==> src/rtl/aes_trace_sequencer.sv <==
// Trace-campaign sequencer for AES_top power/VCD capture.
// Runs NUM_TRACES encryptions with enable hold, optional noise gap and ct capture.
module aes_trace_sequencer #(
  parameter int                DATA_W     = 128,
  parameter int                NUM_TRACES = 16,
  parameter int                EN_HOLD    = 51,
  parameter int                GAP_CYCLES = 15,
  parameter int                TIMEOUT    = 64,
  parameter logic [DATA_W-1:0] LFSR_SEED  = 1
) (
  input  logic              AES_clk,
  input  logic              AES_rst_n,
  input  logic              start,
  input  logic              mode,
  input  logic              gap_noise,
  input  logic [DATA_W-1:0] fixed_pt,
  input  logic [DATA_W-1:0] key,
  output logic              AES_en,
  output logic [DATA_W-1:0] AES_data_in,
  output logic [DATA_W-1:0] AES_key_in,
  input  logic              AES_data_out_valid,
  input  logic [DATA_W-1:0] AES_data_out,
  output logic              ct_valid,
  output logic [DATA_W-1:0] ct_data,
  output logic [15:0]       trace_idx,
  output logic              busy,
  output logic              done,
  output logic [15:0]       timeout_cnt
);

  localparam int RUN_LEN =
    (EN_HOLD > TIMEOUT) ? EN_HOLD : TIMEOUT;
  localparam logic [DATA_W-1:0] ONE = 1;
  localparam logic [DATA_W-1:0] SEED =
    (LFSR_SEED == '0) ? ONE : LFSR_SEED;
  localparam logic [DATA_W-1:0] TAPS = 'h87;
  localparam logic [15:0] RUN_END = 16'(RUN_LEN - 1);
  localparam logic [15:0] TO_END  = 16'(TIMEOUT - 1);
  localparam logic [15:0] EN_LEN  = 16'(EN_HOLD);
  localparam logic [15:0] GAP_END = 16'(GAP_CYCLES - 1);
  localparam logic [15:0] LAST    = 16'(NUM_TRACES - 1);

  typedef enum logic [2:0] {
    IDLE, LOAD, RUN, GAP, DONE
  } state_t;

  state_t state, state_nx;

  logic [DATA_W-1:0] lfsr;
  logic [DATA_W-1:0] data_q;
  logic [DATA_W-1:0] key_q;
  logic [DATA_W-1:0] pt_q;
  logic              mode_q;
  logic              noise_q;
  logic [15:0]       cyc;
  logic [15:0]       gap_cnt;
  logic              seen;

  logic              run_exit;
  logic              gap_end;
  logic              last;
  logic              cap;
  logic              noisy;
  logic [DATA_W-1:0] load_val;

  function automatic logic [DATA_W-1:0] lfsr_step(
    input logic [DATA_W-1:0] s
  );
    return {s[DATA_W-2:0], 1'b0} ^ (s[DATA_W-1] ? TAPS : '0);
  endfunction

  assign run_exit = (cyc == RUN_END) && (seen || cyc >= TO_END);
  assign gap_end  = (gap_cnt == GAP_END);
  assign last     = (trace_idx == LAST);
  assign cap      = (state == RUN) && AES_data_out_valid && !seen;
  assign noisy    = (state == GAP) && noise_q;
  assign load_val = mode_q ? lfsr : pt_q;

  // Outputs decode from registered state only, so reset drops them at once.
  assign AES_en      = (state == RUN) && (cyc < EN_LEN);
  assign AES_data_in = (state == LOAD) ? load_val :
                       noisy           ? lfsr     : data_q;
  assign AES_key_in  = key_q;
  assign busy        = (state == LOAD) || (state == RUN) ||
                       (state == GAP);
  assign done        = (state == DONE);

  always_comb begin
    state_nx = state;
    unique case (state)
      IDLE: if (start) state_nx = LOAD;
      LOAD: state_nx = RUN;
      RUN:  if (run_exit) state_nx = GAP;
      GAP:  if (gap_end) state_nx = last ? DONE : LOAD;
      DONE: state_nx = IDLE;
      default: state_nx = IDLE;
    endcase
  end

  always_ff @(posedge AES_clk or negedge AES_rst_n) begin
    if (!AES_rst_n) begin
      state       <= IDLE;
      lfsr        <= SEED;
      data_q      <= '0;
      key_q       <= '0;
      pt_q        <= '0;
      mode_q      <= 1'b0;
      noise_q     <= 1'b0;
      cyc         <= '0;
      gap_cnt     <= '0;
      seen        <= 1'b0;
      trace_idx   <= '0;
      timeout_cnt <= '0;
      ct_data     <= '0;
      ct_valid    <= 1'b0;
    end else begin
      state    <= state_nx;
      ct_valid <= 1'b0;
      unique case (state)
        IDLE: begin
          if (start) begin
            mode_q      <= mode;
            noise_q     <= gap_noise;
            pt_q        <= fixed_pt;
            key_q       <= key;
            trace_idx   <= '0;
            timeout_cnt <= '0;
          end
        end
        LOAD: begin
          data_q <= load_val;
          lfsr   <= lfsr_step(lfsr);
          cyc    <= '0;
          seen   <= 1'b0;
        end
        RUN: begin
          cyc     <= cyc + 16'd1;
          gap_cnt <= '0;
          if (cap) begin
            ct_data  <= AES_data_out;
            ct_valid <= 1'b1;
            seen     <= 1'b1;
          end
          if (run_exit && !seen && !AES_data_out_valid &&
              timeout_cnt != 16'hFFFF)
            timeout_cnt <= timeout_cnt + 16'd1;
        end
        GAP: begin
          gap_cnt <= gap_cnt + 16'd1;
          if (noise_q) begin
            data_q <= lfsr;
            lfsr   <= lfsr_step(lfsr);
          end
          if (gap_end && !last)
            trace_idx <= trace_idx + 16'd1;
        end
        default: ;
      endcase
    end
  end

endmodule
==> config.mk <==
export PLATFORM = sky130hd
export DESIGN_NAME = aes_trace_sequencer
export DESIGN_NICKNAME = d
export VERILOG_FILES = /design/src/rtl/aes_trace_sequencer.sv
export SDC_FILE = /design/constraint.sdc
export NUM_CORES = 1
export LEC_CHECK = 0
export BUFFER_PORTS_ARGS = -buffer_cell sky130_fd_sc_hd__buf_4
export CORE_MARGIN = 2
export CORE_UTILIZATION = 30
export DETAILED_ROUTE_END_ITERATION = 7
export GPL_ROUTABILITY_DRIVEN = 0
export SLEW_MARGIN = 40
export SYNTH_ARGS = -nofsm -noshare
export SYNTH_HDL_FRONTEND = slang
export SYNTH_SLANG_ARGS = --single-unit
==> constraint.sdc <==
create_clock -name AES_clk -period 2.35 [get_ports AES_clk]
set_clock_uncertainty 0.2 [all_clocks]
set_input_delay 0.1175 -clock AES_clk [delete_from_list [all_inputs] [get_ports AES_clk]]
set_output_delay 0.1175 -clock AES_clk [all_outputs]
set_load 0.005 [all_outputs]
==> impl_metrics.py, run 1 <==
metrics = {
    "synth": {
        "seq_area_frac_synth": 0.6241,
        "ys_seq_elements": 711,
        "synthTopCellsByCount": "nand2_1, dfrtp_1, clkbuf_1",
        "postSynthAreaPerCell_um2": 9.504,
        "ys_top_cells_by_area": "dfrtp_1, nand2_1, mux2_2",
        "yosysTopAreaCell": "dfrtp_1",
        "synthesis.nets": 3395,
        "synth_top_cell_area_share": 0.6231,
        "yosysMostFrequentCell": "nand2_1",
        "yosysWarnings": 0,
        "synthesis.area_um2": 28510,
        "ys_types": 48,
        "synth_flop_cell": "dfrtp_1",
        "synthCells": 3000,
        "synth_edf_count": 0,
        "synthArstFlopShare": 1.000,
    },
    "setup_path": {
        "start_kind": "flip-flop",
        "rrSetupSlack_ns": -0.28,
        "worstSetupEndpointType": "primary output",
        "arrival_ns": 2.37,
        "reg2reg_depth": 6,
        "cp.required_ns": 2.03,
        "startpoint": "state[2]$_DFFE_PN0P_",
        "setup.worst_path.class": "reg -> out",
        "timing.rr.end": "timeout_cnt[15]$_DFFE_PN0P_",
        "worstReg2RegStart": "state[2]$_DFFE_PN0P_",
        "critPathMaxFanout": 7,
        "endpoint": "AES_data_in[40]",
    },
    "clock_network": {
        "h-tree-depth": 3,
        "numCtsBuffers": 82,
        "worst_skew_pair.late_latency_ns": 0.65,
        "cts_tree": "built",
        "clk_pin_slew_ns": 0.06,
        "ctsLongestPathBuffers": 3,
        "clock_sinks": 711,
        "cts-root-buf": "clkbuf_16",
    },
    "pwr": {
        "clkPwrFrac": 0.343,
        "seq_power_share": 0.419,
        "internal-power_w": 0.02613,
        "pwr-share-comb": 0.238,
        "power_density_nw_per_um2": 779.4,
        "power_switching_share": 0.2984,
        "power.ir.vdd_worst_uv": 647.3,
        "p_leak_nw": 25.43,
        "p_switching_w": 0.01111,
    },
    "job": {
        "maxCapViolCount": 0,
    },
    "cells_and_area": {
        "final_core_util": 0.5052,
        "finalNetCount": 4949,
        "syn_to_final_growth_pct": 67.58,
        "drive_gt1_frac": 0.3103,
    },
    "status": {
        "violations": "setup timing",
        "status": "finished with violations",
    },
    "drt": {
        "vias": 27580,
        "wirelength_um": 115200,
        "vias_per_cell": 4.676,
        "ant_nets": 0,
        "dr.first_iter.drc_count": 1810,
        "wl_per_cell_um": 19.54,
        "drcViolationCount": 0,
        "dr.pass1.iters": 5,
    },
    "floorplan": {
        "core_area_um2": 94590,
        "die_h_um": 312.3,
        "fp.dieW_um": 312.3,
        "dieArea_um2": 97520,
        "initial_core_util": 0.3014,
        "rows": 113,
        "num_io_pins": 810,
    },
    "grt": {
        "grt_util_all_layers": 0.2295,
        "antenna_found_initial": 16,
        "grt_pass1_wl_um": 172500,
        "grt_overflow": 0,
        "grt_max_degree": 118,
        "grt_pass1_vias": 28780,
    },
    "sta": {
        "worst_pin_slew_ns": 0.6371,
        "finalSetupTns_ns": -34.11,
        "worst_slack_ns": -0.3403,
        "fmax_mhz": 371.7,
        "max-slew-margin-rel": 0.5752,
        "setup_viol": 139,
        "period_needed_ns": 2.690,
        "period_share": 1.145,
        "maxSlewViolCount": 0,
        "hold_viol_final": 0,
        "rsz0062_at_grt": "true",
    },
    "placed_design": {
        "io_buffers": 809,
        "dp_hpwl_um": 75210,
    },
    "worst_hold_path": {
        "hold_path.class": "in -> reg",
    },
}
[metal layers]
layer,routed length (µm),part of all wire,global-route usage,up-vias
met1,43960,0.38,0.2631,13520
met4,6720,0.058,0.1230,4
li1,-,-,-,12810
met2,56010,0.49,0.3850,931
met3,8514,0.074,0.06888,313
met5,24,0.00021,0,-
[critical path, cell delays in order, from the launching register on]
cell	delay, ns
dfrtp_1	0.39
buf_6	0.14
nor2b_4	0.15
nand2_2	0.10
nor2_4	0.16
buf_12	0.19
buf_12	0.17
clkbuf_16	0.18
nand2_1	0.07
nand2_1	0.07
buf_4	0.11
[cell families after synthesis]
family                     Yosys count  share of synthesized area
and+or+nand+nor                   1751                     0.2412
AOI/OAI and AO/OA                  201                    0.04862
DFF                                711                     0.6241
muxes                              143                    0.05573
buffers and inverters              172                    0.02299
adders and majority gates            5                   0.002194
xor gates and xnor gates            17                   0.005222
[timing repair]
action / 4_1_cts / 5_1_grt
hold buffers: 639 / 0
buffers inserted: 25 / 4
pin swaps: 21 / 20
hold endpoints to repair: 1117 / 0
resized for setup: 173 / 100
endpoints found under the setup margin: 142 / 153
cloned: 11 / 4
[flip-flops by register name, indices dropped and copies added, names as in the netlist]
name and count:
AES_key_in 128, ct_data 128, data_q 128, lfsr 128, pt_q 128, cyc 16
gap_cnt 16, timeout_cnt 16, trace_idx 16, state 3, ct_valid 1, mode_q 1
noise_q 1, seen 1
[area by class of cell]
type	count	area [µm²]
diodes	14	35.03
clock buffers	117	2406
clock inverters	31	260.3
fillers	8163	46800
inverters	13	53.80
multi-input cells	2117	10830
flip-flops and latches	711	17790
well taps	1265	1583
repair buffers	1629	14820
[stage by stage]
step	total power [W]	area (µm²)	std cells	hold WS (ns)	worst slack, ns
detailed placement	0.02323	37090	5056	-0.1188	-0.1442
CTS	0.03723	47370	5879	0.00002176	-0.3814
global route	0.03889	47780	5895	0.01146	-0.4429
finish	0.03724	47780	5897	0.02974	-0.3403
floorplan	0.01793	28510	3000	-0.3781	-0.2286
global placement	0.02312	37090	5056	-0.1220	-0.1287
[power by group through the flow]
stage,Sequential [W],Combinational [W],Clock [W]
5_1_grt,0.0158,0.00953,0.0135
2_1_floorplan,0.0156,0.00230,0
6_report,0.0156,0.00886,0.0128
3_5_place_dp,0.0156,0.00759,0
3_3_place_gp,0.0156,0.00752,0
4_1_cts,0.0155,0.00866,0.0131
[cells in the final DEF (no fill, tap or decap), types with 5 or more instances in the layout]
| cell | instances |
|---|---|
| nand2_1 | 1500 |
| buf_4 | 884 |
| dfrtp_1 | 710 |
| dlygate4sd3_1 | 638 |
| mux2_2 | 125 |
| clkbuf_16 | 88 |
| nand2_2 | 73 |
| a22oi_2 | 64 |
| a22oi_1 | 64 |
| buf_6 | 49 |
| buf_12 | 37 |
| nor2_1 | 34 |
| o21ai_0 | 33 |
| nand2_4 | 25 |
| nand3_1 | 22 |
| a21oi_1 | 20 |
| clkinv_2 | 20 |
| clkbuf_8 | 18 |
| nor3_1 | 17 |
| xnor2_1 | 17 |
| mux2i_1 | 16 |
| nand4_1 | 15 |
| clkbuf_1 | 15 |
| diode_2 | 14 |
| nor4_1 | 14 |
| inv_1 | 11 |
| buf_16 | 10 |
| or3_1 | 9 |
| and4_1 | 6 |
| o31ai_1 | 6 |
| and3_1 | 5 |
| ha_1 | 5 |
| inv_6 | 5 |
[worst min-delay path by stage]
stage             startpoint                         end  slack (ns)  cells past startpoint
4_1_cts              key[56]  AES_key_in[56]$_DFFE_PN0P_     0.00002                      4
3_5_place_dp       AES_rst_n      ct_data[7]$_DFFE_PN0P_       -0.12                      1
2_1_floorplan      AES_rst_n   AES_key_in[0]$_DFFE_PN0P_       -0.38                      0
6_report       fixed_pt[126]       pt_q[126]$_DFFE_PN0P_        0.03                      4
3_3_place_gp       AES_rst_n      ct_data[7]$_DFFE_PN0P_       -0.12                      1
5_1_grt        fixed_pt[126]       pt_q[126]$_DFFE_PN0P_        0.01                      4
(Power assumes the default switching activity.)
==> inputs of run 2 (changes only) <==
--- a/config.mk
+++ b/config.mk
@@ -6,10 +6,13 @@
 export NUM_CORES = 1
 export LEC_CHECK = 0
 export BUFFER_PORTS_ARGS = -buffer_cell sky130_fd_sc_hd__buf_4
+export CELL_PAD_IN_SITES_DETAIL_PLACEMENT = 0
+export CELL_PAD_IN_SITES_GLOBAL_PLACEMENT = 1
 export CORE_MARGIN = 2
 export CORE_UTILIZATION = 30
 export DETAILED_ROUTE_END_ITERATION = 7
 export GPL_ROUTABILITY_DRIVEN = 0
+export PLACE_DENSITY_LB_ADDON = 0.1
 export SLEW_MARGIN = 40
 export SYNTH_ARGS = -nofsm -noshare
 export SYNTH_HDL_FRONTEND = slang
==> run 2 against run 1 <==
  * The flow still finishes with violations (setup timing)
  * Core utilization is 1.4 points higher
  * Maximum frequency is 0.52% lower
  * First-iteration DRC count is 19% lower
  * Sequential share of layout area down 1.0 points
  * Clock power increased by 3%
  * Global-route usage is 0.18 points lower
  * Combinational power rose by 4.1%
  * Worst setup slack lost 0.014 ns
  * Critical path type unchanged
==> impl_metrics.py, run 2 (synthesis gave the netlist of run 1 again) <==
metrics = {
    "status": {
        "violations": "setup timing",
        "status": "finished with violations",
    },
    "sta": {
        "maxSlewViolCount": 0,
        "worst_pin_slew_ns": 0.7716,
        "hold_viol_final": 0,
        "fmax_mhz": 369.8,
        "finalSetupTns_ns": -37.67,
        "hold_ws_ns": 0.02052,
        "setup_viol": 144,
        "rsz0062_at_grt": "true",
        "period_needed_ns": 2.704,
        "max-slew-margin-rel": 0.4856,
        "worst_slack_ns": -0.3544,
        "period_share": 1.151,
    },
    "pwr": {
        "p_leak_nw": 25.91,
        "pwr-share-comb": 0.243,
        "clkPwrFrac": 0.348,
        "power.ir.vdd_worst_uv": 684.7,
        "p_switching_w": 0.01082,
        "power_density_nw_per_um2": 773.2,
        "internal-power_w": 0.02715,
        "power_switching_share": 0.2850,
        "seq_power_share": 0.409,
        "finalPower_w": 0.03798,
    },
    "grt": {
        "antenna_found_initial": 13,
        "grt_pass1_vias": 28020,
        "grt_overflow": 0,
        "grt_pass1_wl_um": 171700,
        "grt_util_all_layers": 0.2277,
        "grt_max_degree": 92,
    },
    "clock_network": {
        "clk_pin_slew_ns": 0.06,
        "clock_sinks": 711,
        "worst_skew_pair.late_latency_ns": 0.64,
        "cts_tree": "built",
        "cts-root-buf": "clkbuf_16",
        "numCtsBuffers": 84,
        "h-tree-depth": 3,
        "ctsLongestPathBuffers": 3,
    },
    "drt": {
        "drcViolationCount": 0,
        "dr.pass1.iters": 5,
        "wirelength_um": 114200,
        "vias": 26580,
        "dr.first_iter.drc_count": 1459,
        "vias_per_cell": 4.502,
        "wl_per_cell_um": 19.35,
        "ant_nets": 0,
    },
    "setup_path": {
        "start_kind": "flip-flop",
        "path_cells": "buf_6 -> buf_4 -> nor3_4 -> buf_12 -> buf_12 -> buf_12 -> buf_16 -> a22oi_2 -> nand2_1 -> buf_6",
        "worst_path_largest_cell_delay_ns": 0.39,
        "worstReg2RegStart": "state[0]$_DFFE_PN0P_",
        "crit_top_cell": "buf_12",
        "reg2reg_depth": 6,
        "rrSetupSlack_ns": -0.30,
        "arrival_ns": 2.39,
        "critPathMaxFanout": 8,
        "crit_path_top_delay_cell": "dfrtp_1",
        "timing.rr.end": "timeout_cnt[15]$_DFFE_PN0P_",
        "cp.required_ns": 2.03,
        "setup.worst_path.class": "reg -> out",
        "worstSetupEndpointType": "primary output",
    },
    "cells_and_area": {
        "syn_to_final_growth_pct": 72.27,
        "layout_commonest_cell": "nand2_1",
        "fillCellCount": 8756,
        "layout_common_cells": "nand2_1, buf_4, dfrtp_1, dlygate4sd3_1, a22oi_2",
        "drive_gt1_frac": 0.3374,
        "finalNetCount": 4957,
    },
    "worst_hold_path": {
        "holdPathStages": 4,
        "hold_end": "pt_q[95]$_DFFE_PN0P_",
        "hold_path.class": "in -> reg",
        "hold_path.startpoint": "fixed_pt[95]",
    },
    "placed_design": {
        "dp_hpwl_um": 76810,
        "io_buffers": 809,
    },
    "floorplan": {
        "rows": 113,
        "num_io_pins": 810,
        "dieArea_um2": 97520,
        "die_h_um": 312.3,
        "initial_core_util": 0.3014,
        "core_area_um2": 94590,
        "fp.dieW_um": 312.3,
    },
    "job": {
        "maxCapViolCount": 0,
    },
}
==> run 2: cell types whose count changed in the layout (fill, tap and decap cells not counted), sizes merged <==
cell	previous run	this run
bufinv	2	4
diode	14	9
clkinv	22	14
a211o	2	4
clkbuf	121	145
clkinvlp	0	1
dlygate4sd3	638	581
buf	985	1037
inv	20	12
bufbuf	2	5
==> run 2: final cells by class <==
cell class                 instances  area, µm²  share of cell area
sequential                       711      17790              0.3623
timing repair buffer            1632      15510              0.3157
multi-input combinational       2119      11370              0.2314
clock buffer                     136       2594             0.05281
tap                             1265       1583             0.03222
clock inverter                    17      187.7            0.003821
inverter                          13      56.30            0.001146
antenna                            9      22.52           0.0004585
timing repair inverter             1      5.005           0.0001019
==> run 2: worst max-delay path by stage <==
stage / start / endpoint / slack (ns) / cells past startpoint
global placement: state[0]$_DFFE_PN0P_ / timeout_cnt[15]$_DFFE_PN0P_ / -0.12 / 5
global route: state[1]$_DFFE_PN0P_ / AES_data_in[116] / -0.47 / 10
detailed placement: state[0]$_DFFE_PN0P_ / timeout_cnt[15]$_DFFE_PN0P_ / -0.15 / 5
floorplan: state[2]$_DFFE_PN0P_ / timeout_cnt[15]$_DFFE_PN0P_ / -0.23 / 6
finish: state[2]$_DFFE_PN0P_ / AES_data_in[116] / -0.35 / 10
CTS: state[1]$_DFFE_PN0P_ / AES_data_in[47] / -0.39 / 10
==> run 2: critical path, delay by kind of cell (launching register included) <==
family | cells | cell delay (ns)
buffers and inverters | 7 | 0.95
DFF | 1 | 0.39
and+or+nand+nor | 2 | 0.33
AOI/OAI and AO/OA | 1 | 0.05
==> run 2: layer usage <==
metal  up-vias  global-route usage  share of wire  wire length (µm)
li1      12830                   -              -                 -
met1     12910              0.2628           0.39             44450
met2       644              0.4027           0.51             58140
met3       194             0.06994          0.069              7897
met4         0             0.07026          0.033              3763
met5         -                   0              0                 0
==> run 2: power by group through the flow <==
| stage | registers [W] | clock network (W) | logic [W] |
|---|---|---|---|
| 2_1_floorplan | 0.0156 | 0 | 0.00230 |
| 3_3_place_gp | 0.0156 | 0 | 0.00757 |
| 3_5_place_dp | 0.0156 | 0 | 0.00755 |
| 4_1_cts | 0.0155 | 0.0136 | 0.00918 |
| 5_1_grt | 0.0158 | 0.0141 | 0.0101 |
| 6_report | 0.0155 | 0.0132 | 0.00922 |
==> run 2: repair_timing <==
action	CTS	global route
setup buffers	59	23
hold buffers	582	0
endpoints found under the setup margin	143	306
resized for setup	261	186
hold endpoints to repair	1123	0
pin swaps	106	58
gates cloned	21	12
==> run 2: stage by stage <==
step                utilization  instance area, µm²  setup WS [ns]  instances
floorplan                     -               28510        -0.2286       3000
global placement         0.3942               37280        -0.1230       5054
detailed placement       0.3942               37280        -0.1503       5054
CTS                      0.5088               48130        -0.3934       5869
global route             0.5193               49120        -0.4655       5903
finish                   0.5193               49120        -0.3544       5903
==> inputs of run 3 (changes only) <==
--- a/config.mk
+++ b/config.mk
@@ -5,12 +5,13 @@
 export SDC_FILE = /design/constraint.sdc
 export NUM_CORES = 1
 export LEC_CHECK = 0
-export BUFFER_PORTS_ARGS = -buffer_cell sky130_fd_sc_hd__buf_4
 export CELL_PAD_IN_SITES_DETAIL_PLACEMENT = 0
 export CELL_PAD_IN_SITES_GLOBAL_PLACEMENT = 1
 export CORE_MARGIN = 2
 export CORE_UTILIZATION = 30
+export CTS_BUF_LIST = sky130_fd_sc_hd__clkbuf_4
 export DETAILED_ROUTE_END_ITERATION = 7
+export DONT_BUFFER_PORTS = 1
 export GPL_ROUTABILITY_DRIVEN = 0
 export PLACE_DENSITY_LB_ADDON = 0.1
 export SLEW_MARGIN = 40
==> run 3 against run 2 <==
  * The run now fails in clock tree synthesis (4_1_cts)
  * Area after synthesis stayed put
  * Synthesized cell count is the same
==> impl_metrics.py, run 3 <==
metrics = {
    "synth": {
        "yosysMostFrequentCell": "nand2_1",
        "ys_types": 48,
        "synthesis.area_um2": 28510,
        "synthArstFlopShare": 1.000,
        "synth_edf_count": 0,
        "seq_area_frac_synth": 0.6241,
        "ys_top_cells_by_area": "dfrtp_1, nand2_1, mux2_2",
        "yosysTopAreaCell": "dfrtp_1",
        "synth_flop_cell": "dfrtp_1",
        "synth_top_cell_area_share": 0.6231,
        "postSynthAreaPerCell_um2": 9.504,
        "yosysWarnings": 0,
        "synthesis.nets": 3395,
        "ys_seq_elements": 711,
        "synthCells": 3000,
        "synthTopCellsByCount": "nand2_1, dfrtp_1, clkbuf_1",
    },
    "floorplan": {
        "initial_core_util": 0.3014,
        "die_h_um": 312.3,
        "fp.dieW_um": 312.3,
        "rows": 113,
        "num_io_pins": 810,
    },
    "clock_network": {
        "post_cts_buffers": 32,
        "cts-root-buf": "clkbuf_4",
        "clock_sinks": 711,
        "ctsLongestPathBuffers": 3,
        "cts_repair_resize_count": 191,
        "cts_hold_buf": 925,
        "h-tree-depth": 4,
        "numCtsBuffers": 202,
    },
    "placed_design": {
        "io_buffers": 0,
        "dp_hpwl_um": 67950,
    },
    "status": {
        "tool.error": "[ERROR RSZ-0060] Max buffer count reached.",
        "lastStage": "clock tree synthesis (4_1_cts)",
        "status": "stopped before the end",
    },
}
run 3: kinds of logic after synthesis:
kind of cell	Yosys count	share of synthesized area
XOR/XNOR	17	0.005222
AO/OA/AOI/OAI	201	0.04862
multiplexers	143	0.05573
adder cells (fa/ha/maj)	5	0.002194
flip-flops	711	0.6241
buffers and inverters	172	0.02299
AND/OR/NAND/NOR	1751	0.2412
run 3: per-stage QoR:
| stage | setup slack [ns] | hold slack, ns | TNS [ns] | area, µm² | instances |
|---|---|---|---|---|---|
| after detailed placement | -0.1962 | -0.3453 | -1.419 | 30720 | 4214 |
| after global placement | -0.1944 | -0.3454 | -1.286 | 30720 | 4214 |
| after floorplan | -0.2286 | -0.3781 | -0.2286 | 28510 | 3000 |
==> inputs of run 4 (changes only) <==
==> config.mk (replaced) <==
export PLATFORM = sky130hd
export DESIGN_NAME = aes_trace_sequencer
export DESIGN_NICKNAME = d
export VERILOG_FILES = /design/src/rtl/aes_trace_sequencer.sv
export SDC_FILE = /design/constraint.sdc
export NUM_CORES = 1
export LEC_CHECK = 0
export CORE_MARGIN = 2
export CORE_UTILIZATION = 20
export DETAILED_ROUTE_END_ITERATION = 7
export DONT_BUFFER_PORTS = 1
export GPL_ROUTABILITY_DRIVEN = 0
export PLACE_DENSITY_LB_ADDON = 0.15
export SLEW_MARGIN = 40
export SYNTH_ARGS = -nofsm -noshare
export SYNTH_HDL_FRONTEND = slang
export SYNTH_SLANG_ARGS = --single-unit
==> constraint.sdc (replaced) <==
create_clock -name AES_clk -period 3.1 [get_ports AES_clk]
set_clock_uncertainty 0.2 [all_clocks]
set_input_delay 0.155 -clock AES_clk [delete_from_list [all_inputs] [get_ports AES_clk]]
set_output_delay 0.155 -clock AES_clk [all_outputs]
set_load 0.005 [all_outputs]
==> run 4 against run 3 <==
  * The flow now finishes, with violations (hold timing)
==> impl_metrics.py, run 4 (synthesis gave the netlist of run 1 again) <==
metrics = {
    "status": {
        "status": "finished with violations",
        "violations": "hold timing",
    },
    "pwr": {
        "pwr-share-comb": 0.121,
        "clkPwrFrac": 0.403,
        "internal-power_w": 0.01861,
        "p_leak_nw": 20.16,
        "p_switching_w": 0.007943,
        "seq_power_share": 0.476,
        "power_density_nw_per_um2": 631.4,
        "power.ir.vdd_worst_uv": 394.5,
        "finalPower_w": 0.02655,
        "power_switching_share": 0.2992,
    },
    "sta": {
        "rsz0062_at_grt": "false",
        "fmax_mhz": 338.0,
        "period_share": 0.9543,
        "finalSetupTns_ns": 0,
        "worst_pin_slew_ns": 0.8253,
        "max-slew-margin-rel": 0.4498,
        "period_needed_ns": 2.958,
        "hold_viol_final": 102,
        "setup_viol": 0,
        "maxSlewViolCount": 0,
        "hold_ws_ns": -0.4541,
    },
    "setup_path": {
        "crit_path_top_delay_cell": "dlygate4sd3_1",
        "worstReg2RegStart": "state[1]$_DFFE_PN0P_",
        "startpoint": "state[1]$_DFFE_PN0P_",
        "setup.worst_path.class": "reg -> reg",
        "cp.required_ns": 3.52,
        "critPathMaxFanout": 34,
        "worstSetupEndpointType": "flip-flop",
        "path_cells": "buf_4 -> nor4b_4 -> buf_12 -> nand2_1 -> dlygate4sd3_1 -> nand2_1 -> dlygate4sd3_1",
        "arrival_ns": 3.37,
        "start_kind": "flip-flop",
        "worst_path_largest_cell_delay_ns": 0.59,
    },
    "cells_and_area": {
        "layout_commonest_cell": "nand2_1",
        "fillCellCount": 14840,
        "syn_to_final_growth_pct": 47.48,
        "layout_common_cells": "nand2_1, dlygate4sd3_1, dfrtp_1, a22oi_1, mux2_2",
        "drive_gt1_frac": 0.09264,
        "final_core_util": 0.2970,
        "finalNetCount": 4171,
    },
    "clock_network": {
        "worst_skew_pair.late_latency_ns": 0.68,
        "clock_sinks": 711,
        "cts_hold_buf": 769,
        "numCtsBuffers": 91,
        "clk_pin_slew_ns": 0.06,
        "ctsLongestPathBuffers": 3,
        "h-tree-depth": 3,
        "cts-root-buf": "clkbuf_16",
        "cts_tree": "built",
    },
    "drt": {
        "wirelength_um": 108900,
        "ant_nets": 0,
        "vias_per_cell": 4.121,
        "met2_length_um": 50750,
        "met1_length_um": 46470,
        "top_layer_used": "met5",
        "wl_per_cell_um": 18.96,
        "met3_length_um": 7798,
        "dr.pass1.iters": 5,
        "dr.first_iter.drc_count": 1227,
        "vias": 23660,
        "drcViolationCount": 0,
    },
    "floorplan": {
        "initial_core_util": 0.2014,
        "num_io_pins": 810,
        "core_area_um2": 141600,
        "fp.dieW_um": 381.6,
        "die_h_um": 381.6,
        "rows": 138,
        "dieArea_um2": 145600,
    },
    "placed_design": {
        "dp_hpwl_um": 74070,
        "io_buffers": 0,
    },
    "grt": {
        "grt_max_degree": 129,
        "grt_pass1_vias": 24990,
        "antenna_found_initial": 15,
        "grt_util_all_layers": 0.1456,
        "grt_overflow": 0,
        "grt_pass1_wl_um": 161800,
    },
    "worst_hold_path": {
        "hold_path.class": "in -> async",
    },
    "job": {
        "maxCapViolCount": 0,
    },
}
[run 4: final cells by class]
type / instances / area, µm² / share of cell area
tap: 1890 / 2365 / 0.05624
timing repair buffer: 842 / 8690 / 0.2066
multi-input combinational: 2117 / 10130 / 0.2409
antenna: 8 / 20.02 / 0.0004761
inverter: 13 / 53.80 / 0.001279
clock buffer: 138 / 2745 / 0.06528
sequential: 711 / 17790 / 0.4231
clock inverter: 22 / 252.7 / 0.006010
[run 4: what timing repair did]
action                                  CTS  global route
endpoints found under the hold margin   723            81
cloned                                    0             2
buffers inserted                          5             1
endpoints found under the setup margin  117            71
pin swaps                                 2             1
resized for setup                         1            11
[run 4: power groups by stage]
stage,combinational (W),clock (W),sequential (W)
2_1_floorplan,0.00175,0,0.0118
3_3_place_gp,0.00225,0,0.0129
3_5_place_dp,0.00256,0,0.0128
4_1_cts,0.00319,0.0111,0.0127
5_1_grt,0.00370,0.0114,0.0128
6_report,0.00320,0.0107,0.0127
[run 4: final timing paths]
kind	endpoint	slack, ns	depth (start not counted)
setup / recovery	AES_key_in[19]$_DFFE_PN0P_	0.14	7
hold / removal	ct_data[49]$_DFFE_PN0P_	-0.45	1
setup reg to reg	AES_key_in[19]$_DFFE_PN0P_	0.14	7
hold reg to reg	pt_q[30]$_DFFE_PN0P_	0.27	2
max in group asynchronous	mode_q$_DFFE_PN0P_	0.67	6
min in group AES_clk	AES_key_in[2]$_DFFE_PN0P_	0.07	3
[run 4: through the flow]
| step | std cells | setup WS (ns) | instance area [µm²] |
|---|---|---|---|
| global placement | 4789 | 0.4491 | 30980 |
| floorplan | 3000 | 0.5214 | 28510 |
| finish | 5741 | 0.1416 | 42050 |
| detailed placement | 4796 | 0.1745 | 31170 |
| global route | 5739 | 0.0004501 | 42050 |
| CTS | 5730 | 0.04212 | 41930 |
[run 4: critical path, delay by kind of cell (launching register included)]
kind	cells	cell delay, ns
buffers and inverters	4	1.56
and+or+nand+nor	3	0.63
DFF	1	0.37
[run 4: metal layers]
metal	vias up	track usage
met2	667	0.2355
li1	11210	-
met4	12	0.05665
met1	11600	0.1798
met5	-	0
met3	168	0.04624
